## src/rtl/hex_seg_reader_pkg.sv

```systemverilog
// Shared definitions for the 7-segment capture path: segment patterns,
// decode result kinds and the stability FSM states.
package hex_seg_reader_pkg;

   localparam int unsigned SEG_W  = 7;
   localparam int unsigned NIB_W  = 4;
   localparam int unsigned KIND_W = 2;

   // Active-low segment patterns, bit 0 = segment a ... bit 6 = segment g.
   localparam logic [SEG_W-1:0] SEG_0     = 7'b1000000;
   localparam logic [SEG_W-1:0] SEG_1     = 7'b1111001;
   localparam logic [SEG_W-1:0] SEG_2     = 7'b0100100;
   localparam logic [SEG_W-1:0] SEG_3     = 7'b0110000;
   localparam logic [SEG_W-1:0] SEG_4     = 7'b0011001;
   localparam logic [SEG_W-1:0] SEG_5     = 7'b0010010;
   localparam logic [SEG_W-1:0] SEG_6     = 7'b0000010;
   localparam logic [SEG_W-1:0] SEG_7     = 7'b1111000;
   localparam logic [SEG_W-1:0] SEG_8     = 7'b0000000;
   localparam logic [SEG_W-1:0] SEG_9     = 7'b0011000;
   localparam logic [SEG_W-1:0] SEG_A     = 7'b0001000;
   localparam logic [SEG_W-1:0] SEG_B     = 7'b0000011;
   localparam logic [SEG_W-1:0] SEG_C     = 7'b1000110;
   localparam logic [SEG_W-1:0] SEG_D     = 7'b0100001;
   localparam logic [SEG_W-1:0] SEG_E     = 7'b0000110;
   localparam logic [SEG_W-1:0] SEG_F     = 7'b0001110;
   localparam logic [SEG_W-1:0] SEG_BLANK = 7'b1111111;

   typedef enum logic [KIND_W-1:0] {
      KIND_HEX   = 2'd0,
      KIND_BLANK = 2'd1,
      KIND_INV   = 2'd2,
      KIND_RSVD  = 2'd3
   } kind_e;

   typedef enum logic [1:0] {
      ST_SETTLE  = 2'd0,
      ST_CAPTURE = 2'd1,
      ST_HOLD    = 2'd2
   } state_e;

   // Forward mapping, kept beside the inverse so both sides share one table.
   function automatic logic [SEG_W-1:0] hex_to_seg(input logic [NIB_W-1:0] nib);
      logic [SEG_W-1:0] s;
      case (nib)
         4'h0: s = SEG_0;
         4'h1: s = SEG_1;
         4'h2: s = SEG_2;
         4'h3: s = SEG_3;
         4'h4: s = SEG_4;
         4'h5: s = SEG_5;
         4'h6: s = SEG_6;
         4'h7: s = SEG_7;
         4'h8: s = SEG_8;
         4'h9: s = SEG_9;
         4'hA: s = SEG_A;
         4'hB: s = SEG_B;
         4'hC: s = SEG_C;
         4'hD: s = SEG_D;
         4'hE: s = SEG_E;
         default: s = SEG_F;
      endcase
      return s;
   endfunction

endpackage

```

## src/rtl/hex_seg_reader_if.sv

```systemverilog
// Display bus (segments + anodes) and the recovered-digit event stream.
interface hex_seg_reader_if
   import hex_seg_reader_pkg::*;
#(
   parameter int unsigned DIGITS = 4,
   parameter int unsigned IDX_W  = 2
);
   logic [SEG_W-1:0]  seg;
   logic [DIGITS-1:0] an;
   logic              out_valid;
   logic              out_ready;
   logic [IDX_W-1:0]  out_idx;
   logic [NIB_W-1:0]  out_nib;
   logic [KIND_W-1:0] out_kind;

   // Reader side: watches the display, produces events.
   modport master (
      input  seg, an, out_ready,
      output out_valid, out_idx, out_nib, out_kind
   );

   // Display driver / event consumer side.
   modport slave (
      output seg, an, out_ready,
      input  out_valid, out_idx, out_nib, out_kind
   );
endinterface

```

## src/rtl/hex_seg_inv.sv

```systemverilog
// Inverse 7-segment decode: segment pattern to nibble plus pattern kind.
module hex_seg_inv
   import hex_seg_reader_pkg::*;
(
   input  logic [SEG_W-1:0] seg,
   output logic [NIB_W-1:0] nib,
   output kind_e            kind
);

   // Table lookup; nibble forced to 0 for anything that is not a hex glyph.
   always_comb begin
      nib  = '0;
      kind = KIND_HEX;
      case (seg)
         SEG_0:     nib = 4'h0;
         SEG_1:     nib = 4'h1;
         SEG_2:     nib = 4'h2;
         SEG_3:     nib = 4'h3;
         SEG_4:     nib = 4'h4;
         SEG_5:     nib = 4'h5;
         SEG_6:     nib = 4'h6;
         SEG_7:     nib = 4'h7;
         SEG_8:     nib = 4'h8;
         SEG_9:     nib = 4'h9;
         SEG_A:     nib = 4'hA;
         SEG_B:     nib = 4'hB;
         SEG_C:     nib = 4'hC;
         SEG_D:     nib = 4'hD;
         SEG_E:     nib = 4'hE;
         SEG_F:     nib = 4'hF;
         SEG_BLANK: kind = KIND_BLANK;
         default:   kind = KIND_INV;
      endcase
   end

endmodule

```

## src/rtl/hex_seg_reader.sv

```systemverilog
// Recovers the nibble shown on each digit of a multiplexed active-low
// 7-segment display, with a stability filter against scan glitches.
module hex_seg_reader
   import hex_seg_reader_pkg::*;
#(
   parameter int unsigned DIGITS        = 4,
   parameter int unsigned STABLE_CYCLES = 4,
   parameter int unsigned CNT_W         = 8
) (
   input  logic                    clk,
   input  logic                    rst_n,
   hex_seg_reader_if.master        bus,
   output logic [NIB_W*DIGITS-1:0] digit_val,
   output logic [DIGITS-1:0]       digit_ok,
   output logic                    ovf,
   input  logic                    clr_ovf
);

   localparam int unsigned IDX_W  = (DIGITS > 1) ? $clog2(DIGITS) : 1;
   localparam int unsigned WORD_W = DIGITS + SEG_W;
   // Counter value on the last unchanged edge before entering CAPTURE;
   // the synchronizer compare looks one cycle ahead, hence the -2.
   localparam logic [CNT_W-1:0] STABLE_LAST = CNT_W'(STABLE_CYCLES - 2);

   logic [WORD_W-1:0] sync1;
   logic [WORD_W-1:0] sync2;
   state_e            state;
   logic [CNT_W-1:0]  cnt;

   logic              changed_c;
   logic              capture_c;
   logic              onehot_c;
   logic              qualified_c;
   logic [DIGITS-1:0] an_low_c;
   logic [IDX_W-1:0]  idx_c;
   logic [NIB_W-1:0]  dec_nib;
   kind_e             dec_kind;

   // Two-flop synchronizer; resets to the inactive (all-ones) level.
   always_ff @(posedge clk or negedge rst_n) begin
      if (!rst_n) begin
         sync1 <= '1;
         sync2 <= '1;
      end else begin
         sync1 <= {bus.an, bus.seg};
         sync2 <= sync1;
      end
   end

   // The sample word w (sync2) is about to change on this edge.
   assign changed_c = (sync1 != sync2);
   assign capture_c = (state == ST_CAPTURE);

   // Stability FSM: settle on an unchanged word, capture once, hold until it moves.
   always_ff @(posedge clk or negedge rst_n) begin
      if (!rst_n) begin
         state <= ST_SETTLE;
         cnt   <= '0;
      end else begin
         case (state)
            ST_SETTLE: begin
               if (changed_c) begin
                  cnt <= '0;
               end else if (cnt == STABLE_LAST) begin
                  cnt   <= '0;
                  state <= ST_CAPTURE;
               end else begin
                  cnt <= cnt + CNT_W'(1);
               end
            end
            ST_CAPTURE: begin
               cnt   <= '0;
               state <= changed_c ? ST_SETTLE : ST_HOLD;
            end
            ST_HOLD: begin
               if (changed_c) begin
                  cnt   <= '0;
                  state <= ST_SETTLE;
               end
            end
            default: begin
               cnt   <= '0;
               state <= ST_SETTLE;
            end
         endcase
      end
   end

   assign an_low_c = ~sync2[WORD_W-1:SEG_W];
   assign onehot_c = (an_low_c != '0) &&
                     ((an_low_c & (an_low_c - DIGITS'(1))) == '0);
   assign qualified_c = capture_c && onehot_c;

   // One-hot-low anode to digit index.
   always_comb begin
      idx_c = '0;
      for (int unsigned i = 0; i < DIGITS; i++) begin
         if (an_low_c[i]) idx_c = idx_c | IDX_W'(i);
      end
   end

   hex_seg_inv u_inv (
      .seg  (sync2[SEG_W-1:0]),
      .nib  (dec_nib),
      .kind (dec_kind)
   );

   // Per-digit registers updated on every qualified capture.
   always_ff @(posedge clk or negedge rst_n) begin
      if (!rst_n) begin
         digit_val <= '0;
         digit_ok  <= '0;
      end else if (qualified_c) begin
         for (int unsigned i = 0; i < DIGITS; i++) begin
            if (an_low_c[i]) begin
               if (dec_kind == KIND_HEX) begin
                  digit_val[NIB_W*i +: NIB_W] <= dec_nib;
                  digit_ok[i]                 <= 1'b1;
               end else begin
                  digit_ok[i] <= 1'b0;
               end
            end
         end
      end
   end

   // Single-entry event register; a capture against a stalled entry is dropped.
   always_ff @(posedge clk or negedge rst_n) begin
      if (!rst_n) begin
         bus.out_valid <= 1'b0;
         bus.out_idx   <= '0;
         bus.out_nib   <= '0;
         bus.out_kind  <= '0;
         ovf           <= 1'b0;
      end else begin
         if (clr_ovf) ovf <= 1'b0;
         if (qualified_c) begin
            if (bus.out_valid && !bus.out_ready) begin
               ovf <= 1'b1;
            end else begin
               bus.out_valid <= 1'b1;
               bus.out_idx   <= idx_c;
               bus.out_nib   <= dec_nib;
               bus.out_kind  <= dec_kind;
            end
         end else if (bus.out_valid && bus.out_ready) begin
            bus.out_valid <= 1'b0;
         end
      end
   end

endmodule

```

## src/flat_wrapper.sv

```systemverilog
// flat-port wrapper written by rule: the top's interface ports become plain ports
module hex_seg_reader_flat import hex_seg_reader_pkg::*;
#(
   parameter int unsigned DIGITS        = 4,
   parameter int unsigned STABLE_CYCLES = 4,
   parameter int unsigned CNT_W         = 8
)
  (clk, rst_n, digit_val, digit_ok, ovf, clr_ovf, bus_seg, bus_an, bus_out_ready, bus_out_valid, bus_out_idx, bus_out_nib, bus_out_kind);
  hex_seg_reader_if #(.DIGITS(DIGITS), .IDX_W(2)) bus_i ();
  input  logic clk;
  input  logic rst_n;
  output logic [NIB_W*DIGITS-1:0] digit_val;
  output logic [DIGITS-1:0] digit_ok;
  output logic ovf;
  input  logic clr_ovf;
  input wire logic [$bits(bus_i.seg)-1:0] bus_seg;
  input wire logic [$bits(bus_i.an)-1:0] bus_an;
  input wire logic [$bits(bus_i.out_ready)-1:0] bus_out_ready;
  output wire logic [$bits(bus_i.out_valid)-1:0] bus_out_valid;
  output wire logic [$bits(bus_i.out_idx)-1:0] bus_out_idx;
  output wire logic [$bits(bus_i.out_nib)-1:0] bus_out_nib;
  output wire logic [$bits(bus_i.out_kind)-1:0] bus_out_kind;
  assign bus_i.seg = bus_seg;
  assign bus_i.an = bus_an;
  assign bus_i.out_ready = bus_out_ready;
  assign bus_out_valid = bus_i.out_valid;
  assign bus_out_idx = bus_i.out_idx;
  assign bus_out_nib = bus_i.out_nib;
  assign bus_out_kind = bus_i.out_kind;
  hex_seg_reader #(.DIGITS(DIGITS), .STABLE_CYCLES(STABLE_CYCLES), .CNT_W(CNT_W)) u_core (.clk(clk), .rst_n(rst_n), .bus(bus_i), .digit_val(digit_val), .digit_ok(digit_ok), .ovf(ovf), .clr_ovf(clr_ovf));
endmodule
```

## config.mk

```make
export PLATFORM = sky130hd
export DESIGN_NAME = hex_seg_reader_flat
export DESIGN_NICKNAME = d
export VERILOG_FILES = /design/src/rtl/hex_seg_reader_pkg.sv /design/src/rtl/hex_seg_reader_if.sv /design/src/rtl/hex_seg_inv.sv /design/src/rtl/hex_seg_reader.sv /design/src/flat_wrapper.sv
export SDC_FILE = /design/constraint.sdc
export NUM_CORES = 1
export LEC_CHECK = 0
export ABC_AREA = 1
export BUFFER_PORTS_ARGS = -buffer_cell sky130_fd_sc_hd__buf_2
export CAP_MARGIN = 15
export CORE_MARGIN = 3
export CORE_UTILIZATION = 55
export DETAILED_ROUTE_END_ITERATION = 12
export PLACE_DENSITY = 0.86
export SYNTH_ARGS = -nofsm -noshare
export SYNTH_HDL_FRONTEND = slang
export SYNTH_SLANG_ARGS = --single-unit
```

## constraint.sdc

```tcl
create_clock -name clk -period 2.1 [get_ports clk]
set_clock_uncertainty 0.2 [all_clocks]
set_input_delay 0.21 -clock clk [delete_from_list [all_inputs] [get_ports clk]]
set_output_delay 0.21 -clock clk [all_outputs]
set_load 0.05 [all_outputs]
```

==> metrics.yaml <==
final_layout:
  n_antenna_cell: 0
  areaGrowthSynthToFinish_pct: 22.11
  stdcell_count: 486
  fin_nets: 428
  fillers: 409
  drive_gt1_share_pct: 29.57
critical_path:
  cp-start-kind: "register"
  cp.required_ps: 2170
  cp-end-kind: "register"
  cpMaxStageDelayCell: "dfstp_2"
  path_cells: "inv_1, nand3_1, nor2_2, nor2_2, nand2_2, nor2_4, nand2_8, nand2_2, nand2_1, nand2_1"
  cp_top_family: "simple AND/OR/NAND/NOR gates"
  max_stage_delay_ps: 560
  crit_buf_inv: 1
  critical_path_class: "register to register"
  cp_max_fo: 16
  ff2ff_setup_slack_ps: 170
  cp.arrival_ps: 1990
timing:
  min_period_ps: 1929
  report.final.slew_viol_count: 0
  worst_pin_slew_ps: 485.7
  clock.fmax_mhz: 518.5
  slew-limit-headroom_pct: 67.62
  setup_tns_ps: 0
  hold_violations: 0
  setup_viol: 0
  rsz0062_at_grt: "false"
  period_share_pct: 91.83
  hold_slack_ps: 156.2
logic_synthesis:
  yosys_warnings: 0
  yosys-top-cells-count: "nand2_1, dfrtp_1, nand3_1, inv_1, nor2_1"
  synth-edff-count: 0
  ys_types: 28
  synthesis.nets: 361
  synth_ff_type: "dfrtp_1"
  yosys.area.top_type: "dfrtp_1"
  synthArstFlopShare_pct: 100.0
  syn_area_per_cell_sq_um: 8.686
  netlist.area_leader.share_pct: 33.50
  ys_seq_area_share_pct: 52.85
  syn_inst: 344
  ys_seq_elements: 62
  synth_area_leaders: "dfrtp_1, dfstp_2, nand2_1"
  yosysMostFrequentCell: "nand2_1"
  synthesis.area_sq_um: 2988
power_and_ir_drop:
  ir_drop_mv: 0.5675
  leakage_uw: 0.001997
  p_per_area_nw_per_um2: 712.8
clock_network:
  postCtsSetupBuffers: 0
  cts.clk_slew.worst_paths_ps: 80
  cts_made_buffers: 9
  cts_tree: "yes"
  htreeDepth: 3
  clock_sinks: 62
  cts_buffer_depth: 2
  root_buffer: "clkbuf_8"
  clk_latency_ps: 340
placement:
  hpwlAfterDp_um: 4261
  io_buffers: 44
  gp_congestion: 0.8571
  dp_cells: 456
global_routing:
  overflow: 0
  antenna_found_initial: 0
  track_usage_pct: 20.76
  grt_max_degree: 43
  grt_pass1_vias: 2331
  grt_pass1_wl_um: 10230
drt:
  ant_nets: 0
  drc: 0
  dr.pass1.iters: 4
  drt-wirelength-per-cell_um: 12.06
  routed_wl_um: 5859
  vias_per_cell: 4.907
  drt-initial-drc-count: 109
  vias: 2385
flow_run:
  maxCapViolCount: 0
outcome:
  outcome: "finished clean"
floorplanning:
  die_y_um: 79.71
  coreArea_sq_um: 5172
  num_io_pins: 45
  start_util_pct: 57.76
  num_rows: 26
  die_area_sq_um: 6353
  die_x_um: 79.71
hold_path:
  hold_class: "primary input to async pin"
worst paths after layout:
kind,endpoint,from,cells past startpoint
max,u_core.digit_val[11],u_core.sync2[6],10
min,u_core.digit_val[6],rst_n,2
max reg2reg,u_core.digit_val[11],u_core.sync2[6],10
min reg2reg,u_core.sync2[3],u_core.sync1[3],0
max in group asynchronous,u_core.sync1[6],rst_n,3
min in group clk,u_core.sync2[3],u_core.sync1[3],0
sequential cells by signal, indices dropped and copies added (netlist names), 4 cells and up:
name                count
u_core.sync1           11
u_core.cnt              8
u_core.sync2           11
u_core.bus.out_nib      4
u_core.digit_ok         4
u_core.digit_val       16
through the flow:
stage / utilization, % / area [sq um] / setup WS [ps] / total power [uW]
2_1_floorplan: - / 2988 / 331.8 / 1377
3_3_place_gp: 63.38 / 3278 / 251.8 / 1431
3_5_place_dp: 63.38 / 3278 / 167.4 / 1437
4_1_cts: 70.37 / 3640 / 141.3 / 2615
5_1_grt: 70.54 / 3649 / 14.40 / 2697
6_report: 70.54 / 3649 / 171.5 / 2601
worst reg2reg max path, delay by kind of cell, from the launching register on:
kind,cells,cell delay (ps)
buffers and inverters,1,90
and+or+nand+nor,9,1010
DFF,1,560
where the power goes:
part | internal, uW | switching (uW) | total [uW]
clock | 671 | 492 | 1160
combinational | 64.4 | 105 | 170
sequential | 1240 | 29.8 | 1270
cells by family (layout without fill, tap and decap cells):
| family | after synthesis | after routing | share of synthesized area [%] |
|---|---|---|---|
| AND/OR/NAND/NOR | 218 | 218 | 34.92 |
| flip-flops | 62 | 62 | 52.85 |
| AO/OA/AOI/OAI | 10 | 10 | 1.842 |
| adder cells (fa/ha/maj) | 2 | 2 | 0.8374 |
| buffers and inverters | 41 | 113 | 6.323 |
| XOR/XNOR | 11 | 11 | 3.224 |
layout by cell type, fill, tap and decap left out, drive strengths merged:
cell type    count
a31oi            2
and2             1
buf             46
bufinv           2
clkbuf           9
clkinv           2
clkinvlp         2
dfrtp           40
dfstp           22
dlygate4sd3     14
ha               2
inv             38
nand2          117
nand3           37
nand3b           1
nand4           11
nor2            45
nor3             5
nor4             1
o21ai            6
o22ai            2
xnor2            5
xor2             6
routing by layer:
metal / wire, um / part of all wire, % / GRT usage (%) / vias up
met5: 0 / 0 / 0 / -
met4: 114 / 1.9 / 9.450 / 0
met3: 283 / 4.8 / 4.063 / 11
met2: 2773 / 47 / 34.56 / 58
met1: 2688 / 46 / 26.04 / 1092
li1: - / - / - / 1224
final cells by class:
cell class              count  area [sq um]  area share (%)
flip-flops and latches     62          1579           43.28
multi-input cells         241          1229           33.68
repair buffers             60         387.9           10.63
inverters                  37         143.9           3.944
clock buffers               9         123.9           3.395
clock inverters             7         97.59           2.675
well taps                  70         87.58           2.401
timing repair:
action                                  in CTS  in global routing
hold buffers                                14                  0
resized for setup                            0                  1
endpoints found under the hold margin       33                  0
endpoints found under the setup margin       0                  2
Power figures use the tool's default switching activity.
